[src/rtl/word_port_pkg.sv]
// ---------------------------------------------------------------------------
// word_port_pkg
//   Shared definitions for the 16-bit word memory port:
//     - state_t        : port sequencer states (IDLE/LO/HI/DONE)
//     - TIMEOUT_CYCLES_DEF : default per-byte MemAck wait limit
//     - LO/HI lane bounds  : byte-lane positions inside a 16-bit word
//     - next_byte_addr()   : 16-bit modulo address increment
// ---------------------------------------------------------------------------
package word_port_pkg;

    typedef enum logic [1:0] {
        ST_IDLE = 2'd0,
        ST_LO   = 2'd1,
        ST_HI   = 2'd2,
        ST_DONE = 2'd3
    } state_t;

    localparam int TIMEOUT_CYCLES_DEF = 15;

    // Little-endian lanes: low byte lives at Addr, high byte at Addr+1.
    localparam int LO_LANE_LSB = 0;
    localparam int LO_LANE_MSB = 7;
    localparam int HI_LANE_LSB = 8;
    localparam int HI_LANE_MSB = 15;

    // Wraps at the top of the 64K space (FFFF + 1 = 0000).
    function automatic logic [15:0] next_byte_addr(input logic [15:0] a);
        return a + 16'd1;
    endfunction

endpackage

[src/rtl/word_memory_port.sv]
// ---------------------------------------------------------------------------
// word_memory_port
//   Performs a 16-bit read or write as two sequential byte transfers on a
//   byte-wide request/ack memory bus (low byte at Addr, high byte at Addr+1).
//   All outputs are registered; outputs are computed from the next state.
//
//   Optional feature macro: WORD_PORT_TIMEOUT_EN
//     defined   -> per-byte MemAck wait counter; after TIMEOUT_CYCLES cycles
//                  without MemAck the access ends in DONE with Err=1.
//     undefined -> waits forever for MemAck; Err tied to 0.
//
//   Ports:
//     i_Clock, i_Reset      clock (rising edge), async active-high reset
//     i_Addr, i_Req, i_WE,  request side: word address, start strobe,
//     i_WData               write enable and write data (latched on accept)
//     o_RData, o_Done,      assembled read data, completion pulse,
//     o_Busy, o_Err         busy (state != IDLE), timeout flag
//     o_MemReq, o_MemWE,    byte bus request, write enable,
//     o_MemAddr, o_MemWData byte address, byte write data
//     i_MemRData, i_MemAck  byte read data and completion strobe
// ---------------------------------------------------------------------------
module word_memory_port
    import word_port_pkg::*;
#(
    parameter int TIMEOUT_CYCLES = TIMEOUT_CYCLES_DEF
) (
    input  logic        i_Clock,
    input  logic        i_Reset,
    input  logic [15:0] i_Addr,
    input  logic        i_Req,
    input  logic        i_WE,
    input  logic [15:0] i_WData,
    output logic [15:0] o_RData,
    output logic        o_Done,
    output logic        o_Busy,
    output logic        o_Err,
    output logic        o_MemReq,
    output logic        o_MemWE,
    output logic [15:0] o_MemAddr,
    output logic [7:0]  o_MemWData,
    input  logic [7:0]  i_MemRData,
    input  logic        i_MemAck
);

    // A zero limit would time out before the memory could ever answer.
    if (TIMEOUT_CYCLES < 1) begin : g_bad_timeout
        $error("word_memory_port: TIMEOUT_CYCLES must be >= 1");
    end

    state_t      r_state,    w_state_nx;
    logic [15:0] r_addr_q,   w_addr_nx;
    logic        r_we_q,     w_we_nx;
    logic [15:0] r_wdata_q,  w_wdata_nx;
    logic [15:0] r_rdata,    w_rdata_nx;
    logic        r_done,     w_done_nx;
    logic        r_busy,     w_busy_nx;
    logic        r_memreq,   w_memreq_nx;
    logic        r_memwe,    w_memwe_nx;
    logic [15:0] r_memaddr,  w_memaddr_nx;
    logic [7:0]  r_memwdata, w_memwdata_nx;

`ifdef WORD_PORT_TIMEOUT_EN
    logic [15:0] r_wait,     w_wait_nx;
    logic        r_err,      w_err_nx;
    // A byte times out on the edge that would complete its
    // TIMEOUT_CYCLES-th cycle without MemAck.
    localparam logic [15:0] WAIT_LAST = 16'(TIMEOUT_CYCLES - 1);
`endif

    // -----------------------------------------------------------------------
    // State and registered outputs
    // -----------------------------------------------------------------------
    always_ff @(posedge i_Clock or posedge i_Reset) begin
        if (i_Reset) begin
            r_state    <= ST_IDLE;
            r_addr_q   <= '0;
            r_we_q     <= 1'b0;
            r_wdata_q  <= '0;
            r_rdata    <= '0;
            r_done     <= 1'b0;
            r_busy     <= 1'b0;
            r_memreq   <= 1'b0;
            r_memwe    <= 1'b0;
            r_memaddr  <= '0;
            r_memwdata <= '0;
`ifdef WORD_PORT_TIMEOUT_EN
            r_wait     <= '0;
            r_err      <= 1'b0;
`endif
        end else begin
            r_state    <= w_state_nx;
            r_addr_q   <= w_addr_nx;
            r_we_q     <= w_we_nx;
            r_wdata_q  <= w_wdata_nx;
            r_rdata    <= w_rdata_nx;
            r_done     <= w_done_nx;
            r_busy     <= w_busy_nx;
            r_memreq   <= w_memreq_nx;
            r_memwe    <= w_memwe_nx;
            r_memaddr  <= w_memaddr_nx;
            r_memwdata <= w_memwdata_nx;
`ifdef WORD_PORT_TIMEOUT_EN
            r_wait     <= w_wait_nx;
            r_err      <= w_err_nx;
`endif
        end
    end

    // -----------------------------------------------------------------------
    // Next state, latched request and next-cycle output values
    // -----------------------------------------------------------------------
    always_comb begin
        w_state_nx    = r_state;
        w_addr_nx     = r_addr_q;
        w_we_nx       = r_we_q;
        w_wdata_nx    = r_wdata_q;
        w_rdata_nx    = r_rdata;
        w_done_nx     = 1'b0;
        w_busy_nx     = 1'b0;
        w_memreq_nx   = 1'b0;
        w_memwe_nx    = 1'b0;
        w_memaddr_nx  = r_memaddr;
        w_memwdata_nx = r_memwdata;
`ifdef WORD_PORT_TIMEOUT_EN
        w_wait_nx     = r_wait;
        w_err_nx      = r_err;
`endif

        case (r_state)
            ST_IDLE: begin
                if (i_Req) begin
                    w_addr_nx  = i_Addr;
                    w_we_nx    = i_WE;
                    w_wdata_nx = i_WData;
                    w_state_nx = ST_LO;
`ifdef WORD_PORT_TIMEOUT_EN
                    w_wait_nx  = '0;
`endif
                end
            end

            ST_LO: begin
                if (i_MemAck) begin
                    if (!r_we_q)
                        w_rdata_nx[LO_LANE_MSB:LO_LANE_LSB] = i_MemRData;
                    w_state_nx = ST_HI;
`ifdef WORD_PORT_TIMEOUT_EN
                    w_wait_nx  = '0;
                end else if (r_wait == WAIT_LAST) begin
                    w_state_nx = ST_DONE;
                    w_err_nx   = 1'b1;
                end else begin
                    w_wait_nx  = r_wait + 16'd1;
`endif
                end
            end

            ST_HI: begin
                if (i_MemAck) begin
                    if (!r_we_q)
                        w_rdata_nx[HI_LANE_MSB:HI_LANE_LSB] = i_MemRData;
                    w_state_nx = ST_DONE;
`ifdef WORD_PORT_TIMEOUT_EN
                end else if (r_wait == WAIT_LAST) begin
                    // Low byte already captured on a read stays in RData.
                    w_state_nx = ST_DONE;
                    w_err_nx   = 1'b1;
                end else begin
                    w_wait_nx  = r_wait + 16'd1;
`endif
                end
            end

            ST_DONE: begin
                w_state_nx = ST_IDLE;
`ifdef WORD_PORT_TIMEOUT_EN
                w_err_nx   = 1'b0;
`endif
            end

            default: w_state_nx = ST_IDLE;
        endcase

        // Outputs are a function of the state being entered so that they
        // line up with the state during the following cycle.
        w_busy_nx = (w_state_nx != ST_IDLE);
        w_done_nx = (w_state_nx == ST_DONE);
        case (w_state_nx)
            ST_LO: begin
                w_memreq_nx   = 1'b1;
                w_memwe_nx    = w_we_nx;
                w_memaddr_nx  = w_addr_nx;
                w_memwdata_nx = w_wdata_nx[LO_LANE_MSB:LO_LANE_LSB];
            end
            ST_HI: begin
                w_memreq_nx   = 1'b1;
                w_memwe_nx    = w_we_nx;
                w_memaddr_nx  = next_byte_addr(w_addr_nx);
                w_memwdata_nx = w_wdata_nx[HI_LANE_MSB:HI_LANE_LSB];
            end
            default: ;
        endcase
    end

    assign o_RData    = r_rdata;
    assign o_Done     = r_done;
    assign o_Busy     = r_busy;
    assign o_MemReq   = r_memreq;
    assign o_MemWE    = r_memwe;
    assign o_MemAddr  = r_memaddr;
    assign o_MemWData = r_memwdata;
`ifdef WORD_PORT_TIMEOUT_EN
    assign o_Err      = r_err;
`else
    assign o_Err      = 1'b0;
`endif

endmodule

[config.mk]
export PLATFORM = sky130hd
export DESIGN_NAME = word_memory_port
export DESIGN_NICKNAME = d
export VERILOG_FILES = /design/src/rtl/word_port_pkg.sv /design/src/rtl/word_memory_port.sv
export SDC_FILE = /design/constraint.sdc
export NUM_CORES = 1
export LEC_CHECK = 0
export CELL_PAD_IN_SITES_DETAIL_PLACEMENT = 2
export CELL_PAD_IN_SITES_GLOBAL_PLACEMENT = 2
export CORE_ASPECT_RATIO = 1.25
export CORE_MARGIN = 3
export CORE_UTILIZATION = 33
export DETAILED_ROUTE_END_ITERATION = 8
export GPL_TIMING_DRIVEN = 0
export PLACE_DENSITY_LB_ADDON = 0.25
export SETUP_SLACK_MARGIN = 0.2
export SYNTH_ARGS = -nofsm -noshare
export SYNTH_HDL_FRONTEND = slang
export SYNTH_SLANG_ARGS = --single-unit
[constraint.sdc]
create_clock -name i_Clock -period 4.65 [get_ports i_Clock]
set_input_delay 0.93 -clock i_Clock [delete_from_list [all_inputs] [get_ports i_Clock]]
set_output_delay 0.93 -clock i_Clock [all_outputs]
set_load 0.02 [all_outputs]
* After elaboration in Yosys (flattened, before gate mapping)
Cells that the tools add are included.
** Storage, ports and cells
- Register bits after elaboration :: 79
- Bits of input ports :: 45
- Output and inout bits :: 45
- Word-level logic and storage cells :: 40
** Cells by class
- Add/sub/neg operators :: 1
- Equality and inequality tests :: 6
- Mux-type cells :: 14
- Bitwise logic cells :: 1
- Reduce and logical (&&, ||, !) cells :: 6
** Operators by type and width (count)
- 2-to-1 mux 16 bit :: 4
- case mux 16 bit (2 select lines) :: 1
- adder 16 x 1 -> 16 bit, second input constant :: 1
- case mux 8 bit (2 select lines) :: 1
- == test 2 bit, second input constant :: 4
- case mux 2 bit (4 select lines) :: 1
- 2-to-1 mux 2 bit :: 3
- AND reduction 3 bit :: 2
- == test 2 x 1 -> 1 bit, second input constant :: 2
- 2-to-1 mux 1 bit :: 4
- nonzero test 2 bit :: 2
- zero test 2 bit :: 1
- OR reduction 2 bit :: 1
- inverter 1 bit :: 1

* Longest topological paths before layout
Gate-level depths: netlist of run 1.
- Depth after elaboration :: 5
- Depth in mapped cells :: 11
- Mapped depth without buffers :: 8

* Least setup slack after synthesis of run 1
OpenSTA, ideal clock, no wires.
- Path type :: input -> register
- Start point :: input i_Req
- End point :: register r_memaddr[14], in the netlist o_MemAddr[14]
- Setup time :: 0.124 ns
- Arrival time :: 3.075 ns
- Data required time :: 4.526 ns
- Setup slack :: 1.451 ns
- Stages on the path :: 11
- Path buffers :: 3
- Cell sequence :: nor3b_2 > buf_2 > buf_2 > buf_2 > nand2_1 > nand2_1 > ha_1 > nand2_1 > nand4b_4 > o311a_1 > a211o_1
** On the way
- Word-level cells in the longest chain between the ends :: 4
- Elaborated cells on any way between the ends :: 9
- Those cells by class :: add/sub (1); eq/ne (2); mux (5); reduce/logical (1)
** RTL lines
- start: declaration :: line word_memory_port.sv:30 : input logic i_Req,
- 2-to-1 mux 16 bit :: line word_memory_port.sv:131 : if (i_Req) begin
- 2-to-1 mux 16 bit :: line word_memory_port.sv:129 : case (r_state)
- net w_addr_nx[1] :: line word_memory_port.sv:51 : logic [15:0] r_addr_q, w_addr_nx;
- adder 16 x 1 -> 16 bit :: line word_port_pkg.sv:28 : return a + 16'd1;
- case mux 16 bit (2 select lines) :: line word_memory_port.sv:188 : case (w_state_nx)
- end signal: assignment :: line word_memory_port.sv:100 : r_memaddr <= w_memaddr_nx;
- end: declaration :: line word_memory_port.sv:59 : logic [15:0] r_memaddr, w_memaddr_nx;
The timed path passes the listed nets, and every way through them passes these cells.
A chain may end at the register's enable or synchronous reset.

* Final worst setup path of run 1
Same ends and word-level chain as after synthesis.

==> impl_metrics.py, run 1 <==
metrics = {
    "timing": {
        "fin_crit_sh_pct": 88.24,
        "tightest_slew_ns": 1.109,
        "finalHoldViolations": 0,
        "setup_viol": 0,
        "max_slew_margin_pct": 25.52,
        "tns_ns": 0,
        "fin_skew_ns": 0.006282,
        "rsz0062_at_grt": "no",
        "slew_violations": 0,
        "fmax_ghz": 0.2437,
        "final.min_clock_period_ns": 4.103,
    },
    "place": {
        "dp_hpwl_um": 7955,
        "place_congestion": 0.7567,
        "port_buffers": 88,
    },
    "power_and_ir_drop": {
        "peakVddDrop_v": 0.0002861,
        "p_per_area_nw_per_um2": 770.7,
        "p_leak_nw": 2.151,
    },
    "setup_path": {
        "arrival_ns": 4.32,
        "worstSetupPathType": "in -> reg",
        "reg2reg_slack_ns": 1.17,
        "cp-end-kind": "register",
        "worstPathMaxFanout": 10,
        "cp.required_ns": 4.87,
        "critical_path.startpoint_type": "input port",
    },
    "logic_synthesis": {
        "yosys.area.top_type": "dfrtp_1",
        "ys_ff_latch": 79,
        "synth_edf_count": 0,
        "yosysUniqueCellTypes": 45,
        "synth-seq-area-share_pct": 55.93,
        "yosysMostFrequentCell": "nand2_1",
        "ys_warn_count": 0,
        "syn_area_per_cell_um2": 10.81,
        "synth_top_area_share_pct": 55.93,
        "synth_ff_type": "dfrtp_1",
        "netlist_top_cells_count": "87 x nand2_1, 79 x dfrtp_1, 32 x mux2_2, 21 x nor2_1, 11 x clkbuf_1",
        "syn_area_um2": 3535,
        "async_flop_share_pct": 100.0,
        "synth.area.top_cells": "dfrtp_1 56%, mux2_2 10%, nand2_1 9.2%",
        "synthCells": 327,
        "synth_nets": 376,
    },
    "grt": {
        "grt_antenna_before_repair": 0,
        "grt_pass1_vias": 3328,
        "overflow": 0,
        "grt_use_total_pct": 19.59,
        "grt_pass1_wl_um": 18030,
        "grt_max_degree": 51,
    },
    "die": {
        "io_pins": 90,
        "die_h_um": 121.7,
        "initial_core_util_pct": 34.45,
        "fp.dieW_um": 98.57,
        "coreArea_um2": 10260,
        "core.rowCount": 41,
        "die-area_um2": 12000,
    },
    "cts": {
        "clkSinkCount": 79,
        "clockBufferDepth": 2,
        "root_buffer": "clkbuf_16",
        "cts_setup_buffers": 0,
        "clk_pin_slew_ns": 0.05,
        "cts_hold_buf": 0,
        "htreeDepth": 3,
        "clk_latency_ns": 0.33,
        "cts_tree": "built",
        "cts_made_buffers": 9,
        "cts_resized": 0,
    },
    "run": {
        "maxCapViolations": 0,
    },
    "final_layout": {
        "drive_above_1_share_pct": 13.49,
        "post-route-util_pct": 47.49,
        "num_antenna_cells": 0,
        "area_delta_synth_final_pct": 37.84,
        "nets": 476,
    },
    "detailed_routing": {
        "wl_per_cell_um": 19.65,
        "postRouteAntennaNets": 0,
        "viasPerCell": 5.061,
        "drc": 0,
        "vias": 2829,
        "drtIter0Drc": 64,
        "drtPass1Iterations": 4,
        "drt_wl_total_um": 10990,
    },
    "hold_path": {
        "hp-class": "reg -> reg",
    },
    "run_status": {
        "status": "complete, no violations",
    },
}
[per-layer routing]
layer / wire, um / vias up / track usage [%]
met5: 0 / - / 0
met4: 198 / 0 / 6.661
met3: 411 / 15 / 4.009
met2: 5942 / 69 / 35.91
met1: 4435 / 1444 / 22.65
li1: - / 1301 / -
[worst paths after layout]
path,to,cells after the start,from
max in group asynchronous,r_addr_q[13]$_DFF_PP0_,3,i_Reset
min reg2reg,r_wdata_q[10]$_DFF_PP0_,2,r_wdata_q[10]$_DFF_PP0_
max reg2reg,o_MemAddr[14]$_DFFE_PP0P_,11,r_state[1]$_DFF_PP0_
min in group asynchronous,o_RData[3]$_DFFE_PP0P_,2,i_Reset
min,r_wdata_q[10]$_DFF_PP0_,2,r_wdata_q[10]$_DFF_PP0_
max,o_MemAddr[14]$_DFFE_PP0P_,12,i_Req
[sequential cells by signal, indices dropped and copies added (netlist names)]
register,count
r_state,2
o_MemWE,1
r_we_q,1
o_MemWData,8
r_wdata_q,16
o_MemAddr,16
o_MemReq,1
o_RData,16
o_Done,1
o_Busy,1
r_addr_q,16
[worst max-delay path, cell delays in order]
cell and delay, ns:
clkdlybuf4s50_1 0.45, or3b_1 0.22, buf_6 0.14, clkbuf_1 0.44, clkbuf_1 0.51, nand2_1 0.13
nand2_1 0.14, ha_1 0.30, nand2_1 0.14, nand4b_4 0.26, o311a_1 0.40, a211o_1 0.26
[report_power, final]
group / switching [mW] / total [mW] / internal [mW]
clock: 0.265 / 0.649 / 0.384
sequential: 0.190 / 1.23 / 1.04
combinational: 1.05 / 1.88 / 0.831
[cells in the final DEF, fill, tap and decap left out, drive strengths merged, types with 4 or more instances in the layout]
cell | Yosys | final
inv | 11 | 11
o31ai | 9 | 9
nor2 | 21 | 21
buf | 5 | 6
ha | 4 | 4
o21ai | 4 | 4
and3 | 4 | 4
nand2 | 87 | 87
mux2 | 32 | 32
nand3 | 7 | 7
dfrtp | 79 | 79
mux2i | 9 | 9
clkdlybuf4s50 | 0 | 88
clkbuf | 11 | 24
xnor2 | 10 | 10
[per-stage QoR]
stage	power (mW)	setup WS, ns	instances	hold slack, ns	cell area, um2
2_1_floorplan	2.335	1.451	327	0.4416	3535
3_3_place_gp	3.028	0.2816	544	0.4565	4577
3_5_place_dp	3.144	0.1995	545	0.4669	4607
4_1_cts	3.824	0.4719	559	0.4805	4872
5_1_grt	4.033	0.2887	559	0.5069	4872
6_report	3.755	0.5469	559	0.4772	4872
[cells by family (layout without fill, tap and decap cells)]
family / Yosys count / in the layout / synth area share, %
AO/OA/AOI/OAI: 28 / 28 / 6.336
multiplexers: 41 / 41 / 13.10
flip-flops: 79 / 79 / 55.93
XOR/XNOR: 11 / 11 / 2.726
other: 1 / 1 / 0.1061
adder cells (fa/ha/maj): 4 / 4 / 1.416
AND/OR/NAND/NOR: 135 / 135 / 16.99
buffers and inverters: 28 / 131 / 3.398
[cell type report]
| cell class | count | area, um2 |
|---|---|---|
| buffer | 16 | 75.07 |
| clock buffer | 13 | 260.3 |
| clock inverter | 1 | 5.005 |
| fill | 1078 | 5388 |
| inverter | 12 | 47.55 |
| multi-input combinational | 220 | 1438 |
| sequential | 79 | 1977 |
| tap | 129 | 161.4 |
| timing repair buffer | 89 | 908.4 |
No activity file was read; power rests on OpenSTA's default activity.
==> run 2: changes to the inputs <==
--- a/config.mk
+++ b/config.mk
@@ -9,7 +9,7 @@
 export CELL_PAD_IN_SITES_GLOBAL_PLACEMENT = 2
 export CORE_ASPECT_RATIO = 1.25
 export CORE_MARGIN = 3
-export CORE_UTILIZATION = 33
+export CORE_UTILIZATION = 31
 export DETAILED_ROUTE_END_ITERATION = 8
 export GPL_TIMING_DRIVEN = 0
 export PLACE_DENSITY_LB_ADDON = 0.25
==> constraint.sdc (replaced) <==
create_clock -name i_Clock -period 3.87 [get_ports i_Clock]
set_input_delay 0.774 -clock i_Clock [delete_from_list [all_inputs] [get_ports i_Clock]]
set_output_delay 0.774 -clock i_Clock [all_outputs]
set_load 0.02 [all_outputs]
==> run 2 against run 1 <==
Clock skew fell by 0.0023 ns. Die area is 6.1% higher. Sequential power increased by 19%. Core utilization is 2.3 points lower. Non-clock buffer count increased by 1. Clock power rose by 24%. Combinational power up 20%. Critical path depth stayed put. Count of clock-buffer cells in the layout grew 2. Setup slack lost 0.22 ns. Critical path type unchanged. Largest cell class unchanged.
==> impl_metrics.py, run 2 (synthesis gave the netlist of run 1 again) <==
metrics = {
    "run_status": {
        "status": "complete, no violations",
    },
    "timing": {
        "slew_violations": 0,
        "tightest_slew_ns": 1.277,
        "finalHoldViolations": 0,
        "rsz0062_at_grt": "yes",
        "setup_viol": 0,
        "fin_skew_ns": 0.004009,
        "final.min_clock_period_ns": 3.542,
        "max_slew_margin_pct": 14.20,
        "fmax_ghz": 0.2823,
        "hold_slack_ns": 0.4745,
        "fin_crit_sh_pct": 91.54,
    },
    "die": {
        "initial_core_util_pct": 32.49,
        "fp.dieW_um": 101.5,
        "io_pins": 90,
        "coreArea_um2": 10880,
        "die_h_um": 125.4,
        "die-area_um2": 12730,
        "core.rowCount": 42,
    },
    "setup_path": {
        "crit_path_end": "o_MemAddr[14]$_DFFE_PP0P_",
        "crit_path_cell_trace": "clkdlybuf4s50_1, nor3b_4, buf_4, buf_4, buf_4, nand2_1, nand2_1, ha_1, nand2_1, nand4b_4, o311a_1, a211o_1",
        "worstPathMaxFanout": 10,
        "worstSetupPathType": "in -> reg",
        "cp-end-kind": "register",
        "cp-startpoint": "i_Req",
        "reg2reg_slack_ns": 0.80,
        "critical_path.startpoint_type": "input port",
        "cp.required_ns": 4.09,
        "arrival_ns": 3.76,
        "crit_path_top_delay_cell": "clkdlybuf4s50_1",
        "reg2reg_from": "r_state[1]$_DFF_PP0_",
        "reg2reg_to": "o_MemAddr[14]$_DFFE_PP0P_",
        "reg2regPathDepth": 11,
        "critPathMaxStageDelay_ns": 0.51,
    },
    "run": {
        "maxCapViolations": 0,
    },
    "cts": {
        "cts_tree": "built",
        "root_buffer": "clkbuf_16",
        "clockBufferDepth": 2,
        "clk_latency_ns": 0.33,
        "cts_made_buffers": 9,
        "cts_hold_buf": 0,
        "clk_pin_slew_ns": 0.06,
        "clkSinkCount": 79,
        "htreeDepth": 3,
    },
    "detailed_routing": {
        "drtIter0Drc": 69,
        "met2_length_um": 5260,
        "met3_length_um": 312,
        "drt_wl_total_um": 10240,
        "drtPass1Iterations": 4,
        "drc": 0,
        "viasPerCell": 4.950,
        "postRouteAntennaNets": 0,
        "highest_layer": "met4",
        "wirelength_met1_um": 4510,
        "wl_per_cell_um": 18.15,
        "vias": 2792,
    },
    "final_layout": {
        "final_cells": 564,
        "layout_common_cells": "88 x clkdlybuf4s50_1, 87 x nand2_1, 79 x dfrtp_1",
        "drive_above_1_share_pct": 14.12,
        "regArea_um2": 1977,
        "nets": 477,
        "area_delta_synth_final_pct": 39.04,
        "design_area_um2": 4915,
        "multi_input_area_um2": 1444,
        "num_antenna_cells": 0,
        "layout_commonest_cell": "clkdlybuf4s50_1",
        "fill_cells": 1152,
    },
    "power_and_ir_drop": {
        "p_switching_mw": 1.773,
        "p_seq_share_pct": 32.4,
        "p_leak_nw": 2.171,
        "total_power_mw": 4.519,
        "p_int_mw": 2.746,
        "p_sw_share_pct": 39.24,
        "peakVddDrop_v": 0.0003155,
        "p_per_area_nw_per_um2": 919.6,
        "combinationalPowerShare_pct": 49.8,
        "pwr-share-clk_pct": 17.9,
    },
    "grt": {
        "grt_pass1_wl_um": 16770,
        "grt_use_total_pct": 17.09,
        "grt_max_degree": 53,
        "grt_antenna_before_repair": 0,
        "overflow": 0,
        "grt_pass1_vias": 3140,
    },
    "place": {
        "dp_cells": 548,
        "post_dp_cell_area_um2": 4611,
        "place_congestion": 0.7814,
        "dp_hpwl_um": 7468,
        "port_buffers": 88,
    },
    "hold_path": {
        "hp-class": "reg -> reg",
    },
}
## run 2: changes by cell type in the layout (fill, tap and decap cells not counted), sizes merged
cell	delta
buf	+2
clkinv	-1
clkbuf	+1
## run 2: area by class of cell
class                   instances  area share (%)
plain buffers                  15           1.629
clock buffers                  15           5.652
inverters                      12          0.9674
multi-input cells             220           29.38
flip-flops and latches         79           40.22
well taps                     132           3.360
repair buffers                 91           18.79
## run 2: power by group through the flow
stage	Sequential, mW	Combinational [mW]	Clock, mW
detailed placement	1.48	2.27	0
global placement	1.46	2.19	0
floorplan	1.71	1.10	0
global route	1.53	2.47	0.876
finish	1.46	2.25	0.807
CTS	1.47	2.30	0.830
## run 2: worst min path at each step
stage          depth (start not counted)                 endpoint  slack, ns               startpoint
2_1_floorplan                          2   r_wdata_q[0]$_DFF_PP0_       0.44   r_wdata_q[0]$_DFF_PP0_
3_3_place_gp                           2   r_wdata_q[4]$_DFF_PP0_       0.46   r_wdata_q[4]$_DFF_PP0_
3_5_place_dp                           2   r_wdata_q[4]$_DFF_PP0_       0.47   r_wdata_q[4]$_DFF_PP0_
4_1_cts                                2  r_wdata_q[10]$_DFF_PP0_       0.48  r_wdata_q[10]$_DFF_PP0_
5_1_grt                                2  r_wdata_q[10]$_DFF_PP0_       0.50  r_wdata_q[10]$_DFF_PP0_
6_report                               2  r_wdata_q[10]$_DFF_PP0_       0.47  r_wdata_q[10]$_DFF_PP0_
## run 2: stage by stage
| step | setup TNS, ns | util, % | setup WS [ns] |
|---|---|---|---|
| global placement | -25.22 | 42.11 | -0.3726 |
| detailed placement | -0.9376 | 42.39 | -0.4281 |
| CTS | 0 | 45.04 | 0.2326 |
| finish | 0 | 45.18 | 0.3275 |
| floorplan | 0 | - | 0.8272 |
| global route | 0 | 45.18 | 0.1202 |
## run 2: what timing repair did
action                                  in CTS  in global routing
endpoints found under the setup margin       3                  3
pin swaps                                    0                  0
setup buffers                                0                  2
resized for setup                            5                  1
## run 2: layer usage
metal  global-route usage [%]  vias to the layer above
met1                    21.85                     1415
met2                    28.81                       61
met5                        0                        -
li1                         -                     1303
met3                    3.175                       13
met4                    5.556                        0
## run 2: worst max-delay path, delay by kind of cell
family          cells  cell delay (ns)
buf+inv             4             1.20
simple gates        5             0.86
compound gates      2             0.67
fa+ha+maj           1             0.25
